<file path="config.mk">
export PLATFORM = sky130hd
export DESIGN_NAME = regbank_ctrl_flat
export DESIGN_NICKNAME = d
export VERILOG_FILES = /design/src/rtl/regbank_ctrl_pkg.sv /design/src/rtl/regbank_ctrl_if.sv /design/src/rtl/regbank_ctrl_rr_arbiter.sv /design/src/rtl/regbank_ctrl.sv /design/src/flat_wrapper.sv
export SDC_FILE = /design/constraint.sdc
export NUM_CORES = 1
export LEC_CHECK = 0
export BUFFER_PORTS_ARGS = -buffer_cell sky130_fd_sc_hd__buf_2
export CORE_ASPECT_RATIO = 0.75
export CORE_MARGIN = 4
export CORE_UTILIZATION = 39
export DETAILED_ROUTE_END_ITERATION = 7
export GPL_ROUTABILITY_DRIVEN = 0
export PLACE_DENSITY = 0.86
export REMOVE_ABC_BUFFERS = 1
export SETUP_SLACK_MARGIN = 0.5
export SYNTH_ARGS = -nofsm -noshare
export SYNTH_HDL_FRONTEND = slang
export SYNTH_HIERARCHICAL = 1
export SYNTH_SLANG_ARGS = --single-unit
export TNS_END_PERCENT = 5
</file>
<file path="constraint.sdc">
create_clock -name i_clk -period 2.15 [get_ports i_clk]
set_clock_uncertainty 0.15 [all_clocks]
set_input_delay 0.215 -clock i_clk [delete_from_list [all_inputs] [get_ports i_clk]]
set_output_delay 0.215 -clock i_clk [all_outputs]
set_load 0.1 [all_outputs]
</file>
<file path="src/rtl/regbank_ctrl_pkg.sv">
// regbank_pkg: shared types for the register-bank write-port controller
package regbank_pkg;
    typedef enum logic {CLEAR, ARB} state_t;
endpackage

</file>
<file path="src/rtl/regbank_ctrl_if.sv">
// regbank_ctrl_if: requester handshakes, clear control and bank write command
interface regbank_ctrl_if #(
    parameter int ADDR_WIDTH = 12,
    parameter int WORD_WIDTH = 32,
    parameter int NUM_REQ    = 4
);
    logic                  i_clear;
    logic                  o_busy;
    logic [NUM_REQ-1:0]    i_req_valid;
    logic [ADDR_WIDTH-1:0] i_req_addr [NUM_REQ];
    logic [WORD_WIDTH-1:0] i_req_value [NUM_REQ];
    logic [NUM_REQ-1:0]    o_req_ready;
    logic                  o_write;
    logic [ADDR_WIDTH-1:0] o_addr;
    logic [WORD_WIDTH-1:0] o_value;
    modport master (
        output i_clear, i_req_valid, i_req_addr, i_req_value,
        input  o_busy, o_req_ready, o_write, o_addr, o_value
    );
    modport slave (
        input  i_clear, i_req_valid, i_req_addr, i_req_value,
        output o_busy, o_req_ready, o_write, o_addr, o_value
    );
endinterface

</file>
<file path="src/rtl/regbank_ctrl_rr_arbiter.sv">
// rr_arbiter: combinational round-robin pick, first request at or after ptr
module rr_arbiter #(
    parameter int N  = 4,
    parameter int PW = (N > 1) ? $clog2(N) : 1
) (
    input  logic [N-1:0]  req,
    input  logic [PW-1:0] ptr,
    output logic [N-1:0]  grant,
    output logic [PW-1:0] idx,
    output logic          any
);
    // scan from the farthest offset down so the nearest request wins last
    always_comb begin
        idx = '0;
        any = 1'b0;
        for (int i = N - 1; i >= 0; i--)
            if (req[(int'(ptr) + i) % N]) begin
                idx = PW'((int'(ptr) + i) % N);
                any = 1'b1;
            end
        grant = any ? N'(1) << idx : '0;
    end
endmodule

</file>
<file path="src/rtl/regbank_ctrl.sv">
// regbank_ctrl: zero-fill sweep plus round-robin sharing of the bank write port
module regbank_ctrl
    import regbank_pkg::*;
#(
    parameter int ADDR_WIDTH = 12,
    parameter int WORD_WIDTH = 32,
    parameter int SIZE       = 1 << ADDR_WIDTH,
    parameter int NUM_REQ    = 4
) (
    input logic            i_clk,
    input logic            i_rst,
    regbank_ctrl_if.slave  bus
);
    localparam int PW = (NUM_REQ > 1) ? $clog2(NUM_REQ) : 1;
    state_t                state, state_n;
    logic [ADDR_WIDTH:0]   cnt;
    logic [PW-1:0]         ptr, idx;
    logic [NUM_REQ-1:0]    grant;
    logic                  any, last, hs;
    logic                  write_q;
    logic [ADDR_WIDTH-1:0] addr_q;
    logic [WORD_WIDTH-1:0] value_q;
    rr_arbiter #(.N(NUM_REQ), .PW(PW)) u_arb (
        .req   (bus.i_req_valid),
        .ptr   (ptr),
        .grant (grant),
        .idx   (idx),
        .any   (any)
    );
    always_comb begin
        last            = cnt == (ADDR_WIDTH + 1)'(SIZE - 1);
        bus.o_req_ready = (state == ARB && !bus.i_clear && any) ? grant : '0;
        hs              = |bus.o_req_ready;
        state_n         = state == CLEAR ? ((last && !bus.i_clear) ? ARB : CLEAR)
                                         : (bus.i_clear ? CLEAR : ARB);
        bus.o_busy      = state == CLEAR;
        bus.o_write     = write_q;
        bus.o_addr      = addr_q;
        bus.o_value     = value_q;
    end
    always_ff @(posedge i_clk) begin
        if (i_rst) begin
            state   <= CLEAR;
            cnt     <= '0;
            ptr     <= '0;
            write_q <= 1'b0;
            addr_q  <= '0;
            value_q <= '0;
        end else begin
            state <= state_n;
            if (state == CLEAR) begin
                write_q <= 1'b1;
                addr_q  <= cnt[ADDR_WIDTH-1:0];
                value_q <= '0;
                cnt     <= (bus.i_clear || last) ? '0 : cnt + 1'b1;
            end else begin
                write_q <= hs;
                if (hs) begin
                    addr_q  <= bus.i_req_addr[idx];
                    value_q <= bus.i_req_value[idx];
                    ptr     <= (int'(idx) == NUM_REQ - 1) ? '0 : idx + 1'b1;
                end
            end
        end
    end
endmodule

</file>
<file path="src/flat_wrapper.sv">
// flat-port wrapper written by rule: the top's interface ports become plain ports
module regbank_ctrl_flat import regbank_pkg::*;
#(
    parameter int ADDR_WIDTH = 12,
    parameter int WORD_WIDTH = 32,
    parameter int SIZE       = 1 << ADDR_WIDTH,
    parameter int NUM_REQ    = 4
)
  (i_clk, i_rst, bus_i_clear, bus_i_req_valid, bus_i_req_addr, bus_i_req_value, bus_o_busy, bus_o_req_ready, bus_o_write, bus_o_addr, bus_o_value);
  regbank_ctrl_if #(.ADDR_WIDTH(ADDR_WIDTH), .WORD_WIDTH(WORD_WIDTH), .NUM_REQ(NUM_REQ)) bus_i ();
  input logic i_clk;
  input logic i_rst;
  input wire logic [$bits(bus_i.i_clear)-1:0] bus_i_clear;
  input wire logic [$bits(bus_i.i_req_valid)-1:0] bus_i_req_valid;
  input wire logic [$bits(bus_i.i_req_addr)-1:0] bus_i_req_addr;
  input wire logic [$bits(bus_i.i_req_value)-1:0] bus_i_req_value;
  output wire logic [$bits(bus_i.o_busy)-1:0] bus_o_busy;
  output wire logic [$bits(bus_i.o_req_ready)-1:0] bus_o_req_ready;
  output wire logic [$bits(bus_i.o_write)-1:0] bus_o_write;
  output wire logic [$bits(bus_i.o_addr)-1:0] bus_o_addr;
  output wire logic [$bits(bus_i.o_value)-1:0] bus_o_value;
  assign bus_i.i_clear = bus_i_clear;
  assign bus_i.i_req_valid = bus_i_req_valid;
  assign bus_i.i_req_addr = {>>{bus_i_req_addr}};
  assign bus_i.i_req_value = {>>{bus_i_req_value}};
  assign bus_o_busy = bus_i.o_busy;
  assign bus_o_req_ready = bus_i.o_req_ready;
  assign bus_o_write = bus_i.o_write;
  assign bus_o_addr = bus_i.o_addr;
  assign bus_o_value = bus_i.o_value;
  regbank_ctrl #(.ADDR_WIDTH(ADDR_WIDTH), .WORD_WIDTH(WORD_WIDTH), .SIZE(SIZE), .NUM_REQ(NUM_REQ)) u_core (.i_clk(i_clk), .i_rst(i_rst), .bus(bus_i));
endmodule
</file>
; After elaboration in Yosys (flattened, before gate mapping)
; Cells that the tools add are included.
[totals]
reg_bits = 61
input_bits = 183
out_inout_bits = 50
word_cells = 71
[op_classes]
addsub = 5
order_cmp = 5
eq_ne = 3
n_shift = 1
n_mux = 35
bitwise_logic = 5
reduce_logical = 11
[op_table]
columns = op, n
row1 = binary-select mux 32 bit (select 2 bit), 1
row2 = two-way mux 32 bit, 2
row3 = two-way mux 12 bit, 4
row4 = binary-select mux 12 bit (select 2 bit), 1
row5 = two-way mux 1 bit, 15
row6 = "adder 13 x 1 -> 13 bit, second input constant", 1
row7 = "== test 13 x 12 -> 1 bit, second input constant", 1
row8 = two-way mux 13 bit, 1
row9 = "< comparator 3 x 4 -> 1 bit, second input constant", 3
row10 = two-way mux 2 bit, 5
row11 = binary-select mux 1 bit (select 2 bit), 4
row12 = two-way mux 4 bit, 2
row13 = OR reduction 2 bit, 4
row14 = "adder 2 x 1 -> 2 bit, second input constant", 2
row15 = "adder 2 bit, second input constant", 2
row16 = OR reduction 4 bit, 1
row17 = "left shift 1 x 2 -> 4 bit, first input constant", 1
row18 = "AND 1 bit, first input constant", 3
row19 = "greater-or-equal comparator 3 bit, second input constant", 1
row20 = logical AND 1 bit, 3
row21 = "< comparator 2 x 3 -> 1 bit, second input constant", 1
row22 = NOT 2 -> 3 bit, 1
row23 = "== test 2 x 1 -> 1 bit, second input constant", 1
row24 = "inequality test 2 bit, second input constant", 1
row25 = other kinds (4), 4

; Logic depth before layout (Yosys ltp)
; Gate-level depths: netlist of the first run.
[depth]
depth_word = 16
mapped_depth = 10
depth_no_buf = 7

; By module
; Netlist of the first run, hierarchy kept.
[modules_own_cells]
columns = mod, n_inst, cells_each, area_each_um2, seq_area_each_um2
row1 = regbank_ctrl, 1, 349, 3469.6, 1221.2
row2 = rr_arbiter, 1, 29, 182.7, 0.0

; Worst setup path before layout of the first run
; No wires, ideal clock.
[synth_timing]
kind = reg-to-reg
start = register u_core.ptr[0]
end = register u_core.addr_q[10], in the netlist u_core/bus.o_addr[10]
setup_time_ns = 0.132
arrival_time_ns = 2.037
required_ns = 1.868
path_slack_ns = -0.170
stages_incl_launch_ff = 9
path_buffers = 2
synth_period_minus_slack_ns = 2.320
path_cell_list = dfxtp_1 -> nor2_1 -> o21bai_1 -> a221oi_2 -> buf_4 -> buf_2 -> mux4_2 -> nand2_1 -> a31oi_1
[synth_via]
elab_chain_cells = 14
word_cells_on_any_way = 34
classes_between = 3 x add/sub / 1 x eq/ne / 1 x shift / 26 x mux / 1 x bitwise / 2 x reduce/logical
[synth_lines]
columns = element, line_no
row1 = from (decl), regbank_ctrl.sv:17  ; logic [PW-1:0] ptr, idx;
row2 = from (signal assigned), regbank_ctrl.sv:61  ; ptr <= (int'(idx) == NUM_REQ - 1) ? '0 : idx + 1'b1;
row3 = adder 2 bit, "regbank_ctrl_rr_arbiter.sv:17, regbank_ctrl_rr_arbiter.sv:18"
row4 = binary-select mux 1 bit (select 2 bit), regbank_ctrl_rr_arbiter.sv:17  ; if (req[(int'(ptr) + i) % N]) begin
row5 = two-way mux 1 bit (not written as such) (2 in a row), regbank_ctrl_rr_arbiter.sv:17
row6 = two-way mux 2 bit (3 in a row), regbank_ctrl_rr_arbiter.sv:17
row7 = two-way mux 2 bit (*), regbank_ctrl_rr_arbiter.sv:17
row8 = named net u_core.idx[0], regbank_ctrl.sv:17
row9 = NOT 2 -> 3 bit (not written as such), regbank_ctrl.sv:59  ; addr_q <= bus.i_req_addr[idx];
row10 = binary-select mux 12 bit (select 2 bit), regbank_ctrl.sv:59
row11 = two-way mux 12 bit (not written as such) (2 in a row), regbank_ctrl.sv:59
row12 = two-way mux 12 bit, regbank_ctrl.sv:58  ; if (hs) begin
row13 = two-way mux 12 bit, regbank_ctrl.sv:51  ; if (state == CLEAR) begin
row14 = to (signal assigned), regbank_ctrl.sv:53  ; addr_q <= cnt[ADDR_WIDTH-1:0];
row15 = to (signal assigned), regbank_ctrl.sv:59
row16 = to (decl), regbank_ctrl.sv:21  ; logic [ADDR_WIDTH-1:0] addr_q;
; Mark *: on every way through the listed nets, which the timed path passes. The rest lies on a longest branch. The select of a mux whose other input is x is not followed.
; A chain may end at the register's enable or synchronous reset.

; Worst setup path after layout of the first run
[layout_timing]
start = register u_core.ptr[1]
end = register u_core.addr_q[8], in the netlist u_core/bus.o_addr[8]
[layout_via]
word_cells_on_any_way = 34
classes_between = 3 x add/sub / 1 x eq/ne / 1 x shift / 26 x mux / 1 x bitwise / 2 x reduce/logical
[layout_rtl]
columns = element, line_no
row1 = adder 2 bit, "regbank_ctrl_rr_arbiter.sv:17, regbank_ctrl_rr_arbiter.sv:18"
row2 = binary-select mux 1 bit (select 2 bit), regbank_ctrl_rr_arbiter.sv:17
row3 = two-way mux 1 bit (not written as such) (2 in a row), regbank_ctrl_rr_arbiter.sv:17
row4 = two-way mux 2 bit (4 in a row), regbank_ctrl_rr_arbiter.sv:17
row5 = left shift 1 x 2 -> 4 bit, regbank_ctrl_rr_arbiter.sv:21  ; grant = any ? N'(1) << idx : '0;
row6 = two-way mux 4 bit (*), regbank_ctrl_rr_arbiter.sv:21
row7 = named net u_core.grant[2], regbank_ctrl.sv:18  ; logic [NUM_REQ-1:0] grant;
row8 = two-way mux 4 bit (*), regbank_ctrl.sv:32  ; bus.o_req_ready = (state == ARB && !bus.i_clear && any) ? grant : '0;
row9 = OR reduction 4 bit (*), regbank_ctrl.sv:33  ; hs = |bus.o_req_ready;
row10 = inequality test 2 bit (no source line) (*), -
; Marked as above.

==> out/results.txt, run 1 <==
minimum clock period: 2300 ps
I/O Buffers: 232
FILL cells: 754
post-synthesis simple-gate area fraction: 19.3%
mux cell area share after synthesis: 27.1%
maxcap violations: 0
die height: 91.8 um
setup TNS: -4670 ps
DP Wirelength: 9860 um
Die W: 120 um
Ys Warns: 6
first-pass GRT wire length: 20000 um
critical path buffer and inverter count: 1
CP peak stage delay: 610 ps
CTS H-tree depth: 3
reg2reg start: u_core/ptr[1]
Detailed Routing Iterations Pass 1: 4
CP Class: reg2reg
Finished Cell Area: 0.00573 sq mm
failing checks: setup timing
largest net degree at the start of global routing: 46
GRT Total Usage: 23.1%
Via density: 5.33
Syn Inst Count: 378
die footprint: 0.0110 sq mm
share of post-route cells with drive strength above 1: 59.4%
CTS sink count: 61
Seq/Total Area, Yosys: 33.4%
TritonCTS Buffers: 9
area post-placement: 0.00502 sq mm
R2R Path End: u_core/bus.o_addr[8]
CTS clk-pin slew, worst paths: 50 ps
total number of vias: 4005
vias in the first global route: 4012
Top delay family on crit path: simple AND/OR/NAND/NOR gates
Initial Util: 40.2%
core area: 0.00908 sq mm
initial antenna violation count: 0
Synth Area in XOR/XNOR: 2.64%
CP Cell Sequence: nand2b_1 -> a21oi_1 -> o21a_1 -> or4_4 -> a21oi_4 -> buf_12 -> nand2_1 -> a31oi_1
post-synthesis adder-cell area fraction: 0.685%
CP Launch Type: register
Final WS setup: -151 ps
Post-route DRC: 0
io pins: 233
Cell Rows: 30
ANT nets after route: 0
WHS Path Cells: 3
RSZ-0062 raised after global routing: yes
Slew @ Worst Pin: 519 ps
Req. time, crit path: 2240 ps
Peak supply drop: 0.000357 V
crit end category: register
clock latency on the worst-skew pair: 320 ps
Hold WC Path Type: in2reg
Layout area overhead: 56.9%
WHS: 67.4 ps
Worst Hold Launch: bus_i_clear
overall overflow remaining after global route: 0
n_diodes: 0
Max-slew headroom: 65.6%
Final Max Slew Viols: 0
TritonCTS clock tree: yes
drt wl/cell: 18.4 um
Slowest-stage cell, CP: or4_4
Critical Path AT: 2390 ps
Synth Register Bits: 61
status: finished with violations
Netlist cell types: 46
CTS max path bufs: 2
area fraction in compound gates after synthesis: 10.6%
Layout Nets: 803
DRT Wirelength: 13900 um
endpoints failing setup: 46
Period Utilization, post-route: 107%
PD cells: 518 mW/mm^2
initial DRC count: 254
endpoints failing hold: 0
Hold Crit Endpoint: u_core/state
largest family of logic cells by synthesized area: multiplexers
Worst Path Max Fanout: 13
CTS root buffer: clkbuf_16
flop-to-flop setup slack: -150 ps
synthesized area per cell: 9.66 sq um
fmax: 0.435 GHz
leak pwr: 2.39 nW
worst r2r path cells: 8
post-synthesis instance area: 0.00365 sq mm
placed cells by master, fill, tap and decap left out, types with 2 or more instances in the layout:
cell type,instances
buf_2,227
nand2_1,97
dfxtp_1,56
mux4_2,44
a21oi_1,24
nor2_1,18
a21oi_2,14
buf_12,12
a31oi_1,12
buf_4,12
clkbuf_16,10
nand2_2,10
buf_16,6
xnor2_1,6
clkinvlp_4,5
xor2_1,5
and2_4,4
nand2b_1,4
nand4_1,4
nand3_1,3
nor3_1,3
dfxtp_2,3
clkinv_2,2
buf_6,2
nor2b_1,2
o22ai_1,2
o21a_1,2
dfxtp_4,2
nor2_4,2
tightest hold or removal path, stage by stage:
cell and delay (ps):
buf_2 110, nor2_1 60, o21a_1 100
sequential cells by signal, indices dropped and copies added (netlist names):
signal,cells
u_core/bus.o_value,32
u_core/cnt,13
u_core/bus.o_addr,12
u_core/ptr,2
u_core/bus.o_write,1
u_core/state,1
cells in the mapped netlist (all sizes together):
master	n	area share (%)
o21bai	1	0.21
a31oi	12	2.1
inv	3	0.31
or4	1	0.31
o21ai	1	0.14
o22ai	2	0.34
mux4	44	27
nand2	108	11
a21oi	39	5.7
buf	21	4.8
xnor2	6	1.4
o31a	1	0.24
and3	3	0.51
nor2b	3	0.51
nand4	4	0.69
o221a	1	0.31
and3b	1	0.24
and4b	1	0.27
a21o	1	0.21
nand3b	1	0.21
nor4	1	0.17
a21boi	1	0.21
or4b	1	0.27
and2	5	0.96
o31ai	1	0.21
or3	1	0.17
o22a	1	0.24
nand2b	4	0.69
clkbuf	11	1.1
nand3	3	0.41
o21a	2	0.41
and4	1	0.24
xor2	5	1.2
ha	2	0.69
a221oi	1	0.41
nor3	3	0.41
nor2	20	2.1
dfxtp	61	33
routing by layer:
metal | vias up | GRT usage (%) | wire length (um)
met2 | 229 | 39.8 | 6990
met4 | 0 | 7.24 | 281
met5 | - | 0 | 0
met3 | 27 | 4.69 | 1050
li1 | 1847 | - | -
met1 | 1902 | 29.4 | 5530
power breakdown:
group	internal, mW	leakage (nW)	switching (mW)	total (mW)
Combinational	0.342	1.77	0.208	0.550
Clock	0.774	0.120	0.506	1.28
Sequential	1.13	0.495	0.00387	1.14
Total	2.25	2.39	0.718	2.97
cells by family (layout without fill, tap and decap cells):
family	after synthesis	in the layout
buf+inv	35	279
xor+xnor	11	11
fa+ha+maj	2	2
compound gates	64	64
simple gates	161	162
mux	44	44
flops	61	61
layout make-up:
type / count / area [sq um] / share of cell area, %
tap: 128 / 160 / 2.80
timing repair buffer: 260 / 1680 / 29.3
clock buffer: 10 / 229 / 4.00
multi-input combinational: 283 / 2370 / 41.4
inverter: 3 / 17.5 / 0.306
clock inverter: 6 / 40.0 / 0.699
sequential: 61 / 1230 / 21.5
through the flow:
stage,util (%),power (mW),cells,setup WS (ps)
after floorplan,-,1.40,346,-3080
after global placement,55.3,1.61,723,-125
after detailed placement,55.3,1.62,723,-264
after CTS,61.3,2.97,749,-94.6
after global routing,63.1,3.08,751,-197
final,63.1,2.97,751,-151
what timing repair did:
item | 4_1_cts | 5_1_grt
endpoints found under the setup margin | 63 | 65
pin swaps | 5 | 12
gates resized for setup | 25 | 38
gates cloned | 4 | 2
setup buffers | 6 | 0
hold buffers | 0 | 0
worst max path at each step:
stage	from	endpoint	slack (ps)	cells after the start
final	u_core/ptr[1]	u_core/bus.o_addr[8]	-150	8
after global routing	u_core/ptr[1]	u_core/bus.o_addr[1]	-200	8
after CTS	u_core/ptr[0]	u_core/bus.o_value[9]	-90	9
after detailed placement	u_core/ptr[0]	u_core/bus.o_addr[6]	-260	7
after global placement	u_core/ptr[0]	u_core/bus.o_addr[2]	-120	7
after floorplan	u_core/ptr[0]	u_core/bus.o_value[0]	-3080	6
No activity file was read; power rests on OpenSTA's default activity.
==> inputs of run 2 (changes only) <==
CAP_MARGIN = 10   (was default)
CORE_UTILIZATION = 43   (was 39)
PLACE_DENSITY = 0.9   (was 0.86)
clock period = 2.49 ns   (was 2.15 ns; I/O delays follow)
==> out/results.txt, run 2 (synthesized netlist as in run 1, its figures left out) <==
n_diodes: 0 (unchanged)
Req. time, crit path: 2590 ps (+350 ps)
status: finished clean
RSZ-0062 raised after global routing: yes
CTS sink count: 61 (unchanged)
ANT nets after route: 0 (unchanged)
initial antenna violation count: 0 (unchanged)
Die W: 114 um (-4.4%)
Slew @ Worst Pin: 513 ps (-6.40 ps)
drt wl/cell: 18.6 um (+0.56%)
GRT Total Usage: 23.9% (+0.80 points)
Layout area overhead: 49.3%
CP startpoint: u_core/ptr[0]
minimum clock period: 2280 ps (-18.9 ps)
max reg flops: 32 (unchanged)
Initial Util: 45.1% (+4.9 points)
endpoints failing setup: 0 (-100%)
R2R Path End: u_core/bus.o_addr[6]
DRT Wirelength: 13400 um (-3.6%)
I/O Buffers: 232 (unchanged)
final core utilization: 67.4% (+4.3 points)
CP Launch Type: register
Slowest-stage cell, CP: or4_4
Via density: 5.53 (+3.6%)
io pins: 233 (unchanged)
total number of vias: 3979 (-0.65%)
CP peak stage delay: 540 ps (-70 ps)
Peak supply drop: 0.000353 V (-1.0%)
CP Class: reg2reg
Worst Setup EP: u_core/bus.o_addr[6]
Final Max Slew Viols: 0 (unchanged)
endpoints failing hold: 0 (unchanged)
Max-slew headroom: 66.0% (+0.42 points)
share of post-route cells with drive strength above 1: 54.6% (-4.8 points)
Layout Nets: 795 (-1.0%)
CP Cell Sequence: nor2b_4 -> nor3_1 -> o31a_1 -> or4_4 -> a21oi_4 -> clkbuf_16 -> nand2_1 -> a31oi_1
WHS: 93.0 ps (+25.7 ps)
PD cells: 468 mW/mm^2 (-9.6%)
Post-route DRC: 0 (unchanged)
Detailed Routing Iterations Pass 1: 5 (+1)
core area: 0.00809 sq mm (-11%)
Finished Cell Area: 0.00545 sq mm (-4.8%)
area post-placement: 0.00483 sq mm (-3.8%)
Cell Rows: 28 (-6.7%)
CTS root buffer: clkbuf_16
die height: 87.8 um (-4.3%)
leak pwr: 2.32 nW (-2.7%)
worst r2r path cells: 8 (unchanged)
Hold WC Path Type: in2reg
initial DRC count: 280 (+10%)
hold_buf cts: 0 (unchanged)
most common cell after layout, fill and taps aside: buf_2
clock latency on the worst-skew pair: 320 ps (about the same)
CTS H-tree depth: 3 (unchanged)
fmax: 0.438 GHz (+0.83%)
most frequent cells in the layout: buf_2, nand2_1, dfxtp_1
first-pass GRT wire length: 19000 um (-4.7%)
TritonCTS clock tree: yes
setup TNS: 0 ps (+4670 ps)
CTS max path bufs: 2 (unchanged)
crit end category: register
die footprint: 0.0100 sq mm (-8.6%)
reg2reg start: u_core/ptr[0]
TritonCTS Buffers: 9 (unchanged)
vias in the first global route: 3954 (-1.4%)
Period Utilization, post-route: 91.6% (-15 points)
overall overflow remaining after global route: 0 (unchanged)
CTS clk-pin slew, worst paths: 60 ps (about the same)
Critical Path AT: 2380 ps (about the same)
maxcap violations: 0 (unchanged)
largest net degree at the start of global routing: 46 (unchanged)
DP Wirelength: 9660 um (-2.0%)
Worst Path Max Fanout: 6 (-7)
flop-to-flop setup slack: 210 ps (+360 ps)
[run 2: cell types whose count changed in the layout (fill, tap and decap cells not counted), moves of 3 or more]
cell        previous run  this run
a21oi_1               24        35
a21oi_2               14         3
buf_12                12         7
buf_16                 6         2
buf_2                227       232
buf_4                 12         6
clkinvlp_4             5         2
dfxtp_1               56        59
dfxtp_2                3         0
nand2_1               97       105
nand2_2               10         2
[run 2: layout make-up]
type | count | area, sq um
Fill cell | 642 | 2640
Multi-Input combinational cell | 283 | 2300
Timing Repair Buffer | 252 | 1510
Sequential cell | 61 | 1230
Clock buffer | 9 | 225
Tap cell | 105 | 131
Clock inverter | 7 | 51.3
Inverter | 3 | 13.8
[run 2: per-layer routing]
layer	global-route usage [%]	wire length, um	part of all wire (%)
met3	6.35	1250	9.3
met1	30.0	5160	39
met5	0	0	0
met4	7.34	235	1.8
met2	40.8	6710	50
[run 2: worst max-delay path: cells and delay by family (launching register included)]
kind,cells,cell delay (ps)
AND/OR/NAND/NOR,4,780
AO/OA/AOI/OAI,3,710
flip-flops,1,380
buffers and inverters,1,190
[run 2: how the worst min path moves through the flow]
stage	end	depth (start not counted)	start	slack, ps
detailed placement	u_core/bus.o_value[5]	2	u_core/bus.o_value[5]	290
finish	u_core/state	3	bus_i_clear	90
global placement	u_core/bus.o_value[20]	2	u_core/bus.o_value[20]	290
global route	u_core/state	3	bus_i_clear	100
floorplan	u_core/ptr[0]	1	i_rst	170
CTS	u_core/state	3	bus_i_clear	80
[run 2: through the flow]
step                      std cells  setup slack, ps  total power, mW
final                           720              208             2.55
after global routing            720              135             2.66
after CTS                       716              195             2.57
after detailed placement        690             58.8             1.39
after global placement          690              185             1.38
after floorplan                 346            -2740             1.21
[run 2: power breakdown]
group / switching (mW) / leakage, nW / internal [mW] / total, mW
Clock: 0.452 / 0.132 / 0.675 / 1.13
Combinational: 0.167 / 1.70 / 0.278 / 0.445
Sequential: 0.00285 / 0.494 / 0.978 / 0.980
Total: 0.621 / 2.32 / 1.93 / 2.55
[run 2: repair_timing]
| action | CTS | global route |
|---|---|---|
| hold endpoints to repair | 0 | 0 |
| setup buffers | 7 | 1 |
| endpoints found under the setup margin | 51 | 51 |
| pin swaps | 2 | 10 |
| cloned | 3 | 3 |
| gates resized for setup | 14 | 16 |
